==> src/rtl/fifo_bram_writer.sv <==
// fifo_bram_writer
// Drains processed pixels from the output FIFO (standard read mode, one-cycle
// read latency) and writes them sequentially into the result frame BRAM at
// addresses 0..NUM_WORDS-1. One frame per start; DONE holds until re-armed.
module fifo_bram_writer #(
    parameter int DATA_W    = 8,
    parameter int ADDR_W    = 13,
    parameter int NUM_WORDS = 4096
) (
    input  logic              clk_100mhz,
    input  logic              reset,
    input  logic              start,
    input  logic [DATA_W-1:0] fifo_dout,
    input  logic              fifo_empty,
    output logic              fifo_rd_en,
    output logic              bram_en,
    output logic              bram_we,
    output logic [ADDR_W-1:0] bram_addr,
    output logic [DATA_W-1:0] bram_din,
    output logic              busy,
    output logic              done,
    output logic [ADDR_W-1:0] words_written,
    output logic              underflow
);

    typedef enum logic [1:0] {
        ST_IDLE = 2'd0,
        ST_RUN  = 2'd1,
        ST_DONE = 2'd2
    } state_t;

    localparam logic [ADDR_W-1:0] FRAME_LEN = ADDR_W'(NUM_WORDS);
    localparam logic [ADDR_W-1:0] LAST_ADDR = ADDR_W'(NUM_WORDS - 1);

    state_t            state;
    state_t            state_nxt;
    logic              frame_start;
    logic              rd_en_p0;
    logic [ADDR_W-1:0] rd_cnt;
    logic [ADDR_W-1:0] wr_addr;
    logic [ADDR_W-1:0] words_cnt;
    logic              rd_vld_p1;
    logic              rd_empty_p1;
    logic              underflow_q;

    // Next-state and read-strobe decode from registered state, counter and the live empty flag.
    always_comb begin
        state_nxt   = state;
        frame_start = 1'b0;
        rd_en_p0    = 1'b0;
        case (state)
            ST_IDLE: begin
                if (start) begin
                    state_nxt   = ST_RUN;
                    frame_start = 1'b1;
                end
            end
            ST_RUN: begin
                // Reads stop once a full frame has been requested; later words stay in the FIFO.
                rd_en_p0 = !fifo_empty && (rd_cnt < FRAME_LEN);
                if (rd_vld_p1 && (wr_addr == LAST_ADDR)) begin
                    state_nxt = ST_DONE;
                end
            end
            ST_DONE: begin
                if (start) begin
                    state_nxt   = ST_RUN;
                    frame_start = 1'b1;
                end
            end
            default: begin
                state_nxt = ST_IDLE;
            end
        endcase
    end

    // State register.
    always_ff @(posedge clk_100mhz) begin
        if (reset) begin
            state <= ST_IDLE;
        end else begin
            state <= state_nxt;
        end
    end

    // Stage p0 -> p1: read-valid pipeline, frame counters and sticky underflow flag.
    always_ff @(posedge clk_100mhz) begin
        if (reset) begin
            rd_cnt      <= '0;
            wr_addr     <= '0;
            words_cnt   <= '0;
            rd_vld_p1   <= 1'b0;
            rd_empty_p1 <= 1'b0;
            underflow_q <= 1'b0;
        end else begin
            rd_vld_p1   <= rd_en_p0;
            rd_empty_p1 <= fifo_empty;
            if (frame_start) begin
                rd_cnt    <= '0;
                wr_addr   <= '0;
                words_cnt <= '0;
            end else begin
                if (rd_en_p0) begin
                    rd_cnt <= rd_cnt + 1'b1;
                end
                if (rd_vld_p1) begin
                    wr_addr   <= wr_addr + 1'b1;
                    words_cnt <= words_cnt + 1'b1;
                end
            end
            // A returned word whose request was issued against an empty FIFO is garbage.
            if (rd_vld_p1 && rd_empty_p1) begin
                underflow_q <= 1'b1;
            end
        end
    end

    // FIFO data goes straight to the BRAM port in the cycle it is valid.
    assign fifo_rd_en    = rd_en_p0;
    assign bram_en       = rd_vld_p1;
    assign bram_we       = rd_vld_p1;
    assign bram_addr     = wr_addr;
    assign bram_din      = rd_vld_p1 ? fifo_dout : '0;
    assign busy          = (state == ST_RUN);
    assign done          = (state == ST_DONE);
    assign words_written = words_cnt;
    assign underflow     = underflow_q;

endmodule

==> config.mk <==
export PLATFORM = sky130hd
export DESIGN_NAME = fifo_bram_writer
export DESIGN_NICKNAME = d
export VERILOG_FILES = /design/src/rtl/fifo_bram_writer.sv
export SDC_FILE = /design/constraint.sdc
export NUM_CORES = 1
export LEC_CHECK = 0
export ABC_AREA = 1
export BUFFER_PORTS_ARGS = -buffer_cell sky130_fd_sc_hd__buf_2
export CORE_ASPECT_RATIO = 1.4
export CORE_MARGIN = 4
export CORE_UTILIZATION = 46
export DETAILED_ROUTE_END_ITERATION = 10
export GPL_TIMING_DRIVEN = 0
export PLACE_DENSITY = 0.81
export SYNTH_ARGS = -nofsm -noshare
export SYNTH_HDL_FRONTEND = slang
export SYNTH_SLANG_ARGS = --single-unit
==> constraint.sdc <==
create_clock -name clk_100mhz -period 1.6 [get_ports clk_100mhz]
set_clock_uncertainty 0.05 [all_clocks]
set_input_delay 0.32 -clock clk_100mhz [delete_from_list [all_inputs] [get_ports clk_100mhz]]
set_output_delay 0.32 -clock clk_100mhz [all_outputs]
set_load 0.005 [all_outputs]
== Word level (Yosys, flattened, before mapping) ==
Cells that the tools add are included.
Cells by class
  $lt $le $gt $ge: 1
  divide/modulo/power cells: 0
  multiplexer cells: 7
  equal/unequal tests: 5
  shifts and indexed selects: 0
  $mul: 0
  bitwise logic cells: 0
  reduce and logical (&&, ||, !) cells: 8
  add/sub/neg operators: 3
Operators with widths (number)
  $add 13x1->13 const B: 3
  $eq 13x12->1 const B: 1
  $lt 13x13->1 const B: 1
  $mux 8: 1
  $mux 2: 2
  $ne 2x1->1 const B: 2
  $pmux 2 s2: 1
  $reduce_or 2->1: 2
  $logic_and 1x1->1: 3
  $mux 1: 3
  $eq 2x1->1 const B: 1
  $eq 2x2->1 const B: 1
  $logic_not 2->1: 1
  $reduce_and 2->1: 1
  $logic_not 1->1: 1
Storage, ports and cells
  output and inout port bits: 40
  latch bits: 0
  ROM bits: 0
  word-level logic and storage cells: 31
  memory bits (writable): 0
  register bits after elaboration: 44
  memories kept: 0

== Depth between registers and ports, before layout ==
  depth after elaboration: 4
  gate-level depth with buffers: 9
  depth with buffers taken out: 9

== Worst setup path after synthesis ==
No wires, ideal clock.
  kind: register to register
  from: register wr_addr[0] (netlist: bram_addr[0])
  to: register wr_addr[10] (netlist: bram_addr[10])
  setup time: 116 ps
  buffers on the path: 0
  clock period less this slack: 1317 ps
  cell stages (with the launch flop): 9
  path slack: 283 ps
  arrival time: 1151 ps
  path through: dfxtp_1 > ha_1 > inv_2 > nor2_1 > nand2_1 > nor2_2 > nand3_1 > nand2_1 > a21oi_1
Between the ends
  cells in the longest elaborated chain, start to end: 1
RTL lines
  start: declaration: RTL line 40  | logic [ADDR_W-1:0] wr_addr;
  start signal: assignment: RTL line 107  | wr_addr <= wr_addr + 1'b1;
  $add 13x1->13: RTL line 107
No other way between the ends.
A chain may end at the register's enable or synchronous reset.

== Worst setup path after layout ==
  from: register state[0]
  to: output port fifo_rd_en
Between the ends
  cells in the longest elaborated chain, start to end: 2
RTL lines
  start: declaration: RTL line 35  | state_t state;
  start signal: assignment: RTL line 82  | state <= state_nxt;
  $eq 2x1->1: RTL line 51  | case (state)
  $mux 1: RTL line 51
  end: declaration: RTL line 15  | output logic fifo_rd_en,
No other way between the ends.

==> flow_summary_export.csv <==
group,metric,value,unit
worst_setup_path,reg2reg_depth,7,
placed_design,gp_congestion,0.8607,
power_and_ir_drop,leakage,1.157,nW
run_status,status,"finished, final reports clean",
power_and_ir_drop,swShare,0.2197,
worst_setup_path,crit-reg2reg-launch,"bram_addr[0]",
power_and_ir_drop,p_comb_frac,0.057,
timing,finalSetupViolations,0,
global_route,grt_pass1_wl,7.997,mm
routing,wl,4.718,mm
synthesis,synth.most_common_cell,"nand2_1",
power_and_ir_drop,p_int,1.609,mW
synthesis,yosys-top-cells-count,"nand2_1, dfxtp_1, nor2_1, inv_1, a21oi_1",
routing,wire_per_inst,10.87,µm
synthesis,ys_seq_elements,44,
min_path,hold_path.class,"in -> reg",
routing,via_count,2097,
min_path,holdPathStages,2,
routing,drc,0,
placed_design,port_buffers,51,
synthesis,synth_edf_count,0,
die,core-area,4499,µm²
synthesis,synth_top_area_frac,0.4127,
power_and_ir_drop,power,2.062,mW
layout,drive_gt1_frac,0.2500,
layout,seq_area,882.1,µm²
timing,period_needed,1.497,ns
synthesis,synthArstFlopShare,0,
synthesis,yosys_warnings,0,
clocking,clk_path_buf_depth,2,
layout,multi_input_comb_area,1046,µm²
global_route,grt_remaining_overflow,0,
routing,viasPerCell,4.832,
worst_setup_path,crit_start,"state[0]",
timing,worst_slew_pin_slew,0.2942,ns
worst_setup_path,worstPathMaxFanout,7,
routing,ant_nets,0,
timing,tns,0,ns
run,drv_cap,0,
die,die_y,88.60,µm
timing,slew_headroom,0.8024,
synthesis,syn_area_per_cell,6.798,µm²
placed_design,post-dp-hpwl,3.633,mm
layout,antenna_cells,0,
worst_setup_path,critPathRequiredTime,1.23,ns
clocking,clkLatencyLatePin,0.30,ns
synthesis,netlist_instances,314,
synthesis,yosysTopAreaCell,"dfxtp_1",
power_and_ir_drop,peakVddDrop,0.3670,mV
routing,drt-pass1-iter-count,4,
power_and_ir_drop,switchingPower,453.0,µW
power_and_ir_drop,seqPwrFrac,0.538,
layout,stdcell_count,434,
layout,finish.utilization,0.5740,
layout,final_nets,386,
power_and_ir_drop,p_per_area,798.4,nW/µm²
clocking,path_clk_slew,0.08,ns
global_route,antenna_found_initial,0,
global_route,grt_start_max_net_pins,20,
synthesis,synth_ff_type,"dfxtp_1",
min_path,hold_start,"reset",
timing,hold-worst-slack,0.2172,ns
timing,layout_worst_path_cycle_share,0.9359,
power_and_ir_drop,clockPowerShare,0.405,
synthesis,synthDistinctLibCells,29,
die,fp.dieW,65.57,µm
timing,rsz0062_at_grt,"false",
timing,maxSlewViolCount,0,
die,fp-row-count,29,
worst_setup_path,cp.arrival,1.13,ns
clocking,cts_root_buf,"clkbuf_8",
routing,drt_iter0_markers,90,
die,start_util,0.4744,
synthesis,ys_seq_area_frac,0.4127,
synthesis,syn_nets,329,
global_route,grt_pass1_vias,1909,
clocking,cts_tree,"yes",
timing,max_freq,0.6678,GHz
layout,areaGrowthSynthToFinish,20.98,%
min_path,min_to,"state[0]",
clocking,htreeDepth,2,
placed_design,numPlacedInstances,427,
layout,nFillCells,449,
global_route,grtUsageTotal,0.1731,
worst_setup_path,crit_type,"reg -> out",
worst_setup_path,cp-start-kind,"flop",
die,dieArea,5810,µm²
synthesis,synthTopCellsByArea,"dfxtp_1, nand2_1, nor2_1",
worst_setup_path,endpoint_kind,"primary output",
worst_setup_path,r2r_end,"bram_addr[6]",
synthesis,syn_area,2135,µm²
die,io-pin-count,52,
clocking,numCtsBuffers,5,
worst_setup_path,r2r_slack,0.13,ns
clocking,clock_sinks,44,
timing,hold_viol,0,
[layout by cell type (no fill, tap or decap), types with 3 or more instances in the layout]
cell type and count:
nand4_1 6, nor2_4 3, dfxtp_1 43, ha_1 3, nor2_2 7, a21oi_1 25
nand2_1 79, inv_1 35, nor2_1 42, o21ai_1 8, buf_2 54, nand3_1 11
xnor2_1 3, clkbuf_8 5, nand2_2 3, inv_2 12, nor3_1 13
[critical path, stage by stage (launching register included)]
cell	delay, ns
dfxtp_1	0.39
nand2_2	0.09
nor2_4	0.19
buf_2	0.16
[power by group through the flow]
| stage | Sequential, mW | Clock [mW] | Combinational [mW] |
|---|---|---|---|
| floorplan | 1.13 | 0 | 0.0708 |
| global placement | 1.13 | 0 | 0.117 |
| detailed placement | 1.14 | 0 | 0.118 |
| CTS | 1.11 | 0.852 | 0.118 |
| global route | 1.11 | 0.897 | 0.132 |
| finish | 1.11 | 0.835 | 0.117 |
[worst max-delay path by stage]
| stage | cells after the start | end | slack [ns] |
|---|---|---|---|
| 3_3_place_gp | 9 | rd_cnt[4] | 0.12 |
| 3_5_place_dp | 9 | rd_cnt[4] | 0.11 |
| 6_report | 3 | fifo_rd_en | 0.10 |
| 5_1_grt | 8 | words_written[10] | 0.02 |
| 2_1_floorplan | 8 | bram_addr[10] | 0.28 |
| 4_1_cts | 4 | bram_din[2] | 0.01 |
[per-stage QoR]
stage / setup WS [ns] / area (µm²)
after floorplan: 0.2832 / 2135
after global placement: 0.1244 / 2467
after detailed placement: 0.1139 / 2467
after CTS: 0.01014 / 2570
after global routing: 0.01920 / 2582
final: 0.1026 / 2582
[routing by layer]
layer,global-route usage,vias to the layer above,wire length (µm)
met5,0,-,0
met4,0.06038,0,71
li1,-,1103,-
met1,0.1818,933,1986
met2,0.3327,53,2365
met3,0.03939,8,295
[final cells by class]
class / count / share of cell area
clock buffer: 6 / 0.02810
clock inverter: 2 / 0.01357
inverter: 48 / 0.06977
buffer: 5 / 0.01308
timing repair buffer: 51 / 0.09884
multi-input combinational: 216 / 0.4050
tap: 62 / 0.03004
sequential: 44 / 0.3416
[timing repair]
item                       CTS  global route
setup endpoints to repair    8             9
hold buffers                 0             0
pin swaps                    0             0
resized for setup            0             4
buffers inserted             0             0
[state kept, by name (all words and copies together) (netlist names)]
name	count
bram_addr	13
state	2
bram_en	1
rd_cnt	13
underflow	1
rd_empty_p1	1
words_written	13
[kinds of logic (layout without fill, tap and decap cells)]
| kind of cell | Yosys count | count (layout) | synth area share |
|---|---|---|---|
| AND/OR/NAND/NOR | 170 | 170 | 0.3541 |
| AO/OA/AOI/OAI | 38 | 38 | 0.09438 |
| flip-flops | 44 | 44 | 0.4127 |
| XOR/XNOR | 5 | 5 | 0.02052 |
| buffers and inverters | 54 | 112 | 0.1008 |
| adder cells (fa/ha/maj) | 3 | 3 | 0.01759 |
No activity file was read; power rests on OpenSTA's default activity.
